--- src/rtl/axi_s_drop_pkg.sv ---
// Shared definitions for the AXI-stream dropper scheduler: policy mode codes
// and packet-tracking FSM state encoding.
package axi_s_drop_pkg;

  localparam logic [1:0] MODE_PASS     = 2'd0;
  localparam logic [1:0] MODE_DROP_ALL = 2'd1;
  localparam logic [1:0] MODE_DROP_NTH = 2'd2;

  typedef enum logic {
    IDLE   = 1'b0,
    IN_PKT = 1'b1
  } state_t;

endpackage

--- src/rtl/axi_s_drop_stats.sv ---
// Saturating pass/drop packet counters with synchronous clear, used by
// axi_s_drop_sched when AXI_S_DROP_SCHED_STATS_EN is defined.
module axi_s_drop_stats
  import axi_s_drop_pkg::*;
#(
  parameter int STAT_W = 32
) (
  input  logic              clk,
  input  logic              rst,
  input  logic              clear,
  input  logic              inc_pass,
  input  logic              inc_drop,
  output logic [STAT_W-1:0] stat_pkt_pass,
  output logic [STAT_W-1:0] stat_pkt_drop
);

  localparam logic [STAT_W-1:0] STAT_ONE = {{(STAT_W-1){1'b0}}, 1'b1};

  function automatic logic [STAT_W-1:0] sat_inc(input logic [STAT_W-1:0] v);
    return (&v) ? v : v + STAT_ONE;
  endfunction

  always_ff @(posedge clk or posedge rst) begin
    if (rst) begin
      stat_pkt_pass <= '0;
      stat_pkt_drop <= '0;
    end else if (clear) begin
      stat_pkt_pass <= '0;
      stat_pkt_drop <= '0;
    end else begin
      if (inc_pass) stat_pkt_pass <= sat_inc(stat_pkt_pass);
      if (inc_drop) stat_pkt_drop <= sat_inc(stat_pkt_drop);
    end
  end

endmodule

--- src/rtl/axi_s_drop_sched.sv ---
// Packet-boundary scheduler driving dropn of the inline AXI-stream dropper.
// Statistics counters are built only when AXI_S_DROP_SCHED_STATS_EN is defined.
module axi_s_drop_sched
  import axi_s_drop_pkg::*;
#(
  parameter int CNT_W  = 16,
  parameter int STAT_W = 32
) (
  input  logic              clk,
  input  logic              rst,
  input  logic              mon_tvalid,
  input  logic              mon_tready,
  input  logic              mon_tlast,
  input  logic [1:0]        cfg_mode,
  input  logic [CNT_W-1:0]  cfg_n,
  input  logic [CNT_W-1:0]  cfg_burst_len,
  input  logic              burst_start,
  input  logic              ctrl_clear,
  output logic              dropn,
  output logic              in_pkt,
  output logic              burst_active,
  output logic [STAT_W-1:0] stat_pkt_pass,
  output logic [STAT_W-1:0] stat_pkt_drop
);

  localparam logic [CNT_W-1:0] CNT_ONE = {{(CNT_W-1){1'b0}}, 1'b1};

  state_t           state_q, state_d;
  logic [CNT_W-1:0] pkt_idx_q, pkt_idx_d;
  logic [CNT_W-1:0] burst_rem_q, burst_rem_d;
  logic [CNT_W-1:0] n_last;
  logic             dropn_q;
  logic             hs, start_beat, end_beat, decide, next_drop;

  assign hs         = mon_tvalid & mon_tready;
  assign start_beat = hs & (state_q == IDLE);
  assign end_beat   = hs & mon_tlast;
  assign decide     = end_beat | ((state_q == IDLE) & ~mon_tvalid);
  assign n_last     = cfg_n - CNT_ONE;

  // The decision looks at counters as they stand after this cycle's commit,
  // so a single-beat packet's own commit is seen by the decision it ends.
  always_comb begin
    state_d     = state_q;
    pkt_idx_d   = pkt_idx_q;
    burst_rem_d = burst_rem_q;
    case (state_q)
      IDLE:    if (start_beat && !mon_tlast) state_d = IN_PKT;
      IN_PKT:  if (end_beat) state_d = IDLE;
      default: state_d = IDLE;
    endcase
    if (start_beat) begin
      if (!dropn_q && burst_rem_q != '0) burst_rem_d = burst_rem_q - CNT_ONE;
      if (cfg_mode == MODE_DROP_NTH)
        pkt_idx_d = (pkt_idx_q >= n_last) ? '0 : pkt_idx_q + CNT_ONE;
    end
    if (burst_start && cfg_burst_len != '0) burst_rem_d = cfg_burst_len;
    if (ctrl_clear) pkt_idx_d = '0;
    next_drop = (burst_rem_d != '0) || (cfg_mode == MODE_DROP_ALL) ||
                ((cfg_mode == MODE_DROP_NTH) && (cfg_n != '0) && (pkt_idx_d == n_last));
  end

  always_ff @(posedge clk or posedge rst) begin
    if (rst) begin
      state_q     <= IDLE;
      pkt_idx_q   <= '0;
      burst_rem_q <= '0;
      dropn_q     <= 1'b1;
    end else begin
      state_q     <= state_d;
      pkt_idx_q   <= pkt_idx_d;
      burst_rem_q <= burst_rem_d;
      if (decide) dropn_q <= ~next_drop;
    end
  end

  assign dropn        = dropn_q;
  assign in_pkt       = (state_q == IN_PKT);
  assign burst_active = (burst_rem_q != '0);

`ifdef AXI_S_DROP_SCHED_STATS_EN
  axi_s_drop_stats #(.STAT_W(STAT_W)) u_stats (
    .clk           (clk),
    .rst           (rst),
    .clear         (ctrl_clear),
    .inc_pass      (start_beat & dropn_q),
    .inc_drop      (start_beat & ~dropn_q),
    .stat_pkt_pass (stat_pkt_pass),
    .stat_pkt_drop (stat_pkt_drop)
  );
`else
  assign stat_pkt_pass = '0;
  assign stat_pkt_drop = '0;
`endif

endmodule
--- config.mk ---
export PLATFORM = sky130hd
export DESIGN_NAME = axi_s_drop_sched
export DESIGN_NICKNAME = d
export VERILOG_FILES = /design/src/rtl/axi_s_drop_pkg.sv /design/src/rtl/axi_s_drop_stats.sv /design/src/rtl/axi_s_drop_sched.sv
export SDC_FILE = /design/constraint.sdc
export NUM_CORES = 1
export LEC_CHECK = 0
export CAP_MARGIN = 20
export CELL_PAD_IN_SITES_DETAIL_PLACEMENT = 1
export CELL_PAD_IN_SITES_GLOBAL_PLACEMENT = 1
export CORE_MARGIN = 10
export CORE_UTILIZATION = 38
export CTS_BUF_LIST = sky130_fd_sc_hd__clkbuf_8
export DETAILED_ROUTE_END_ITERATION = 8
export MAX_ROUTING_LAYER = met4
export PLACE_DENSITY = 0.95
export SLEW_MARGIN = 15
export SYNTH_ARGS = -nofsm -noshare
export SYNTH_HDL_FRONTEND = slang
export SYNTH_HIERARCHICAL = 1
export SYNTH_SLANG_ARGS = --single-unit
--- constraint.sdc ---
create_clock -name clk -period 4.45 [get_ports clk]
set_input_delay 0.89 -clock clk [delete_from_list [all_inputs] [get_ports clk]]
set_output_delay 0.89 -clock clk [all_outputs]
set_load 0.01 [all_outputs]
# --- Yosys cells after proc, flatten, opt, wreduce, memory -nomap -nowiden ---
# Index checks and enable logic that the tools add are counted.
word_totals:
  input_bits: 41
  output_inout_bits: 67
  elab_cells: 42
  regBits: 34
op_classes:
  order_cmp: 1
  bitwise_logic: 8
  n_eq_ne: 3
  reduce_logical: 13
  muxes: 10
  n_addsub: 3
ops:
  columns: ["operator", "n"]
  rows:
  - ["$mux W16", 7]
  - ["$reduce_bool A16 Y1", 4]
  - ["$sub A16 B1 Y16 const B", 2]
  - ["$add A16 B1 Y16 const B", 1]
  - ["$eq A16 B16 Y1", 1]
  - ["$ge A16 B16 Y1", 1]
  - ["$logic_and A1 B1 Y1", 5]
  - ["$and A1 B1 Y1", 4]
  - ["$not A1 Y1", 3]
  - ["$eq A2 B1 Y1 const B", 1]
  - ["$eq A2 B2 Y1 const B", 1]
  - ["$logic_not A1 Y1", 2]
  - ["$logic_or A1 B1 Y1", 2]
  - ["$mux W1", 2]
  - ["$pmux W1 S2", 1]
  - ["$or A1 B1 Y1", 1]

# --- Logic depth before layout (Yosys ltp) ---
depth:
  word_depth: 10
  depth_mapped: 16
  mapped_depth_nobuf: 15

# --- Least setup slack after synthesis ---
# Ideal clock, no wire load.
synth_timing:
  path_kind: "input to register"
  startpoint: "input port cfg_n[7]"
  endpoint: "register dropn_q, in the netlist dropn"
  t_required_ns: 4.351
  path_stages: 14
  slack_ns: 0.472
  setup_time_ns: 0.099
  arrival_ns: 3.879
  path_cell_list: "nor3_1 > nand3_1 > or4_1 > xor2_1 > ha_1 > and4_1 > and2_1 > o2111ai_1 > a31oi_1 > clkbuf_1 > o21a_1 > o22ai_1 > a2111oi_0 > a41oi_1"
synth_between:
  elab_chain_cells: 10
  word_cells_on_any_way: 12
  cone_classes: "add/sub (1); order compare (1); eq/ne (1); mux (4); bitwise (1); reduce/logical (4)"
synth_rtl:
  columns: ["item", "line_no", "text"]
  rows:
  - ["start, declared", "axi_s_drop_sched.sv:15", "input logic [CNT_W-1:0] cfg_n,"]
  - ["$sub A16 B1 Y16", "axi_s_drop_sched.sv:39", "assign n_last = cfg_n - CNT_ONE;"]
  - ["$ge A16 B16 Y1", "axi_s_drop_sched.sv:55", "pkt_idx_d = (pkt_idx_q >= n_last) ? '0 : pkt_idx_q + CNT_ONE;"]
  - ["$mux W16", "axi_s_drop_sched.sv:55", null]
  - ["$mux W16", "axi_s_drop_sched.sv:54", "if (cfg_mode == MODE_DROP_NTH)"]
  - ["$mux W16", "axi_s_drop_sched.sv:52", "if (start_beat) begin"]
  - ["$mux W16", "axi_s_drop_sched.sv:58", "if (ctrl_clear) pkt_idx_d = '0;"]
  - ["$eq A16 B16 Y1", "axi_s_drop_sched.sv:60", "((cfg_mode == MODE_DROP_NTH) && (cfg_n != '0) && (pkt_idx_d == n_last));"]
  - ["$logic_and A1 B1 Y1 *", "axi_s_drop_sched.sv:60", null]
  - ["$logic_or A1 B1 Y1 *", "axi_s_drop_sched.sv:59", "next_drop = (burst_rem_d != '0) || (cfg_mode == MODE_DROP_ALL) ||"]
  - ["$not A1 Y1 *", "axi_s_drop_sched.sv:73", "if (decide) dropn_q <= ~next_drop;"]
  - ["end signal, assigned", "axi_s_drop_sched.sv:73", null]
  - ["end, declared", "axi_s_drop_sched.sv:32", "logic dropn_q;"]
# Every way passes the cells marked *; elsewhere a longest branch is shown, timed or not.
# A chain may end at the register's enable or synchronous reset.

# --- Worst setup path after layout ---
layout_timing:
  startpoint: "input port cfg_n[11]"
  endpoint: "register dropn_q, in the netlist dropn"
# The elaborated chain is that of the path after synthesis.

==> metrics.log <==
INFO  metric min_period = between 4000 and 5000 ps
INFO  metric synth_async_sr_flop_share = 100%
INFO  metric setup-violations-final = 0
INFO  metric detail_route.first_pass.iterations = 6
INFO  metric std_cell_rows = 35
INFO  metric io_buffer_count = 43
INFO  metric design.final.nets = 575
INFO  metric worst_ep_required_time = around 4700 ps
INFO  metric critical_path_arrival = 4520 ps
INFO  metric clock-sinks = 34
INFO  metric worst_setup_path_end_kind = register
INFO  metric via_count = ~3,500
INFO  metric min_period_over_period = a little over nine tenths
INFO  metric power_per_cell_area = around 190 nW/µm²
INFO  metric antenna_found_initial = 0
INFO  metric gpl.final_weighted_congestion = ~0.94
INFO  metric cts_buffers = 5
INFO  metric cts_tree = yes
INFO  metric clock_path_buffers = 2
INFO  metric top_cell_type_s_share_of_synthesized_area = between 20% and 30%
INFO  metric antenna_violating_nets_post_route = 0
INFO  metric synth_area = ~3500 µm²
INFO  metric detail_route.wl_per_cell = slightly above 20 µm
INFO  metric place.detailed.hpwl = about 10000 µm
INFO  metric ys_warn_count = 6
INFO  metric syn_inst = 429
INFO  metric post-layout-total-power = roughly 0.84 mW
INFO  metric global_route_overflow = 0
INFO  metric initial_utilization = approximately 38%
INFO  metric grt_pass1_vias = about 3,800
INFO  metric netlist.top_cell.by_area = dfrtp_1
INFO  metric io-pin-count = around 110
INFO  metric placeableCoreArea = about 9200 µm²
INFO  metric unique_cell_type_count_in_the_yosys_netlist = 65
INFO  metric place_ws = -408 ps
INFO  metric cts.hold.buffers_added = 0
INFO  metric fp.dieArea = ~14,000 µm²
INFO  metric dr.first_iter.drc_count = 140
INFO  metric critPathMaxFanout = 5
INFO  metric die_w = between 100 and 150 µm
INFO  metric cts_htree_levels = 2
INFO  metric crit_type = input pin to register
INFO  metric syn_to_final_growth = 23.4%
INFO  metric routed_via_density = 5.52
INFO  metric synth_enable_flop_cells = 0
INFO  metric groute.usage.overall = between 10% and 20%
INFO  metric final_layout_size_suffix_gt1_share = approximately 17%
INFO  metric number_of_remaining_drc_errors = 0
INFO  metric first_pass_grt_wire_length = about 19,000 µm
INFO  metric cap_viol_max_count = 0
INFO  metric yosys-top-cells-area = dfrtp_1 (23%), buf_4 (14%), xnor2_1 (8.2%)
INFO  metric dieHeight = roughly 120 µm
INFO  metric ir_drop = around 0.13 mV
INFO  metric seq_area_frac_synth = 24.2%
INFO  metric setup_skew_after_layout = roughly 15 ps
INFO  metric antenna_cells = 0
INFO  metric pin_count_of_the_biggest_net_entering_global_routing = 35
INFO  metric critical_path.startpoint_type = input pin
INFO  metric min-delay-path-class = register to register
INFO  metric post_synth.cell_area_avg = between 8 and 9 µm²
INFO  metric slew-limit-headroom = 62.8%
INFO  metric power_leakage = 1.79 nW
INFO  metric totalWireLength = approximately 13,000 µm
INFO  metric timing_worst_slew_pin_value = between 500 and 600 ps
INFO  metric synth-main-ff-cell = dfrtp_1
INFO  metric finalMaxSlewViolations = 0
INFO  metric hold_viol_final = 0
INFO  metric timing.final.ws_setup = ~130 ps
INFO  metric cts_root_buffer = clkbuf_8
INFO  metric achievable-frequency = roughly 0.23 GHz
INFO  metric clk_transition_reported_paths = about 80 ps
INFO  metric postSynthRegisterBits = 34
INFO  metric outcome = finished, final reports clean
INFO  metric worst_skew_pair.late_latency = about 300 ps
INFO  metric timing.hold.ws = roughly 640 ps
[cell families (layout without fill, tap and decap cells)]
family	count (synthesis)	in the layout	synth area share, %
and+or+nand+nor	158	158	24.6
buffers and inverters	90	112	16.6
AOI/OAI and AO/OA	79	80	15.2
xor gates and xnor gates	45	45	11.6
DFF	34	34	24.2
adders and majority gates	20	20	7.10
muxes	2	2	0.568
other	1	64	0.106
[cells in the mapped netlist (all sizes together) (2+ instances only)]
cell type	number
a2111oi	5
a211oi	3
a21o	4
a21oi	18
a31oi	5
a32oi	2
and2	4
and3	3
and4	3
buf	66
clkbuf	7
dfrtp	33
ha	20
inv	17
mux2i	2
nand2	30
nand3	10
nand3b	3
nand4	6
nand4b	2
nor2	39
nor2b	5
nor3	20
nor4	14
nor4b	4
o2111ai	3
o211ai	6
o21a	7
o21ai	12
o22ai	4
o31a	4
or2	3
or3	4
or4	2
xnor2	33
xor2	11
[path summary, 6_finish.rpt]
check / start / to / slack [ps] / depth (start not counted)
worst min register to register: register / register / 640 / 2
worst min-delay path: register / register / 640 / 2
worst max-delay path: cfg_n[11] / dropn$_DFFE_PP1P_ / 130 / 17
max in group asynchronous: rst / dropn$_DFFE_PP1P_ / 3100 / 3
min in group asynchronous: rst / pkt_idx_q[3]$_DFF_PP0_ / 1000 / 3
worst max register to register: burst_rem_q[0]$_DFF_PP0_ / dropn$_DFFE_PP1P_ / 1450 / 10
[repair_timing]
| action | CTS | global route |
|---|---|---|
| setup buffers | 0 | 1 |
| endpoints found under the setup margin | 1 | 1 |
| cloned | 0 | 1 |
| pin swaps | 0 | 3 |
| resized for setup | 3 | 17 |
[placed cells by master (no fill, tap or decap), types with 4 or more instances in the layout]
master / synthesis / layout
a2111oi_0: 5 / 4
nor2_1: 39 / 38
a21oi_1: 18 / 16
nand2_1: 29 / 27
clkdlybuf4s50_1: 0 / 43
nor3_2: 1 / 4
xnor2_1: 33 / 33
o22ai_1: 4 / 4
ha_1: 20 / 20
dfrtp_1: 33 / 33
conb_1: 1 / 64
o21a_1: 7 / 7
nand4_1: 6 / 6
o21ai_0: 11 / 11
buf_4: 65 / 44
inv_1: 17 / 17
nor3_1: 19 / 16
nand3_1: 10 / 10
nor2b_1: 5 / 5
a31oi_1: 5 / 4
xor2_1: 11 / 10
clkbuf_8: 0 / 6
o211ai_1: 6 / 6
nor4_1: 12 / 12
[worst max-delay path: stages]
cell and delay [ps]:
clkdlybuf4s50_1 480, nor2_1 160, nand2_1 100, or3_1 360
buf_4 160, nor2_1 140, xnor2_1 110, ha_1 300
and4_1 250, and2_4 190, o2111ai_4 170, a31oi_4 330
buf_4 170, o21a_1 110, o22ai_1 90, a2111oi_2 330
a41oi_1 170
[flip-flops by register name (all words and copies together) (netlist names), named ones only]
name         flops
burst_rem_q     16
dropn            1
pkt_idx_q       16
[area by class of cell]
type	instances	area, µm²
Clock buffer	6	82.6
Sequential cell	34	852
Tap cell	111	139
Multi-Input combinational cell	369	2440
Timing Repair Buffer	87	761
Fill cell	1119	4800
Clock inverter	2	12.5
Inverter	17	63.8
[power by group]
| part | internal [mW] | leakage (nW) | switching (mW) |
|---|---|---|---|
| Sequential | 0.325 | 0.431 | 0.0204 |
| Clock | 0.124 | 0.0472 | 0.125 |
| Combinational | 0.108 | 1.32 | 0.142 |
| Total | 0.557 | 1.79 | 0.287 |
[per-stage QoR]
step / utilization [%] / setup TNS (ps) / area (µm²) / std cells
2_1_floorplan: - / 0 / 3760 / 492
3_3_place_gp: 45.2 / -97.6 / 4140 / 616
3_5_place_dp: 45.2 / -408 / 4140 / 616
4_1_cts: 46.5 / 0 / 4250 / 624
5_1_grt: 47.5 / -56.1 / 4350 / 626
6_report: 47.5 / 0 / 4350 / 626
[per-layer routing]
metal | global-route usage [%] | part of all wire, %
met1 | 19.6 | 40
met2 | 33.4 | 53
met3 | 2.31 | 4.3
met4 | 4.42 | 2.6
met5 | - | 0
Power figures use the tool's default switching activity.
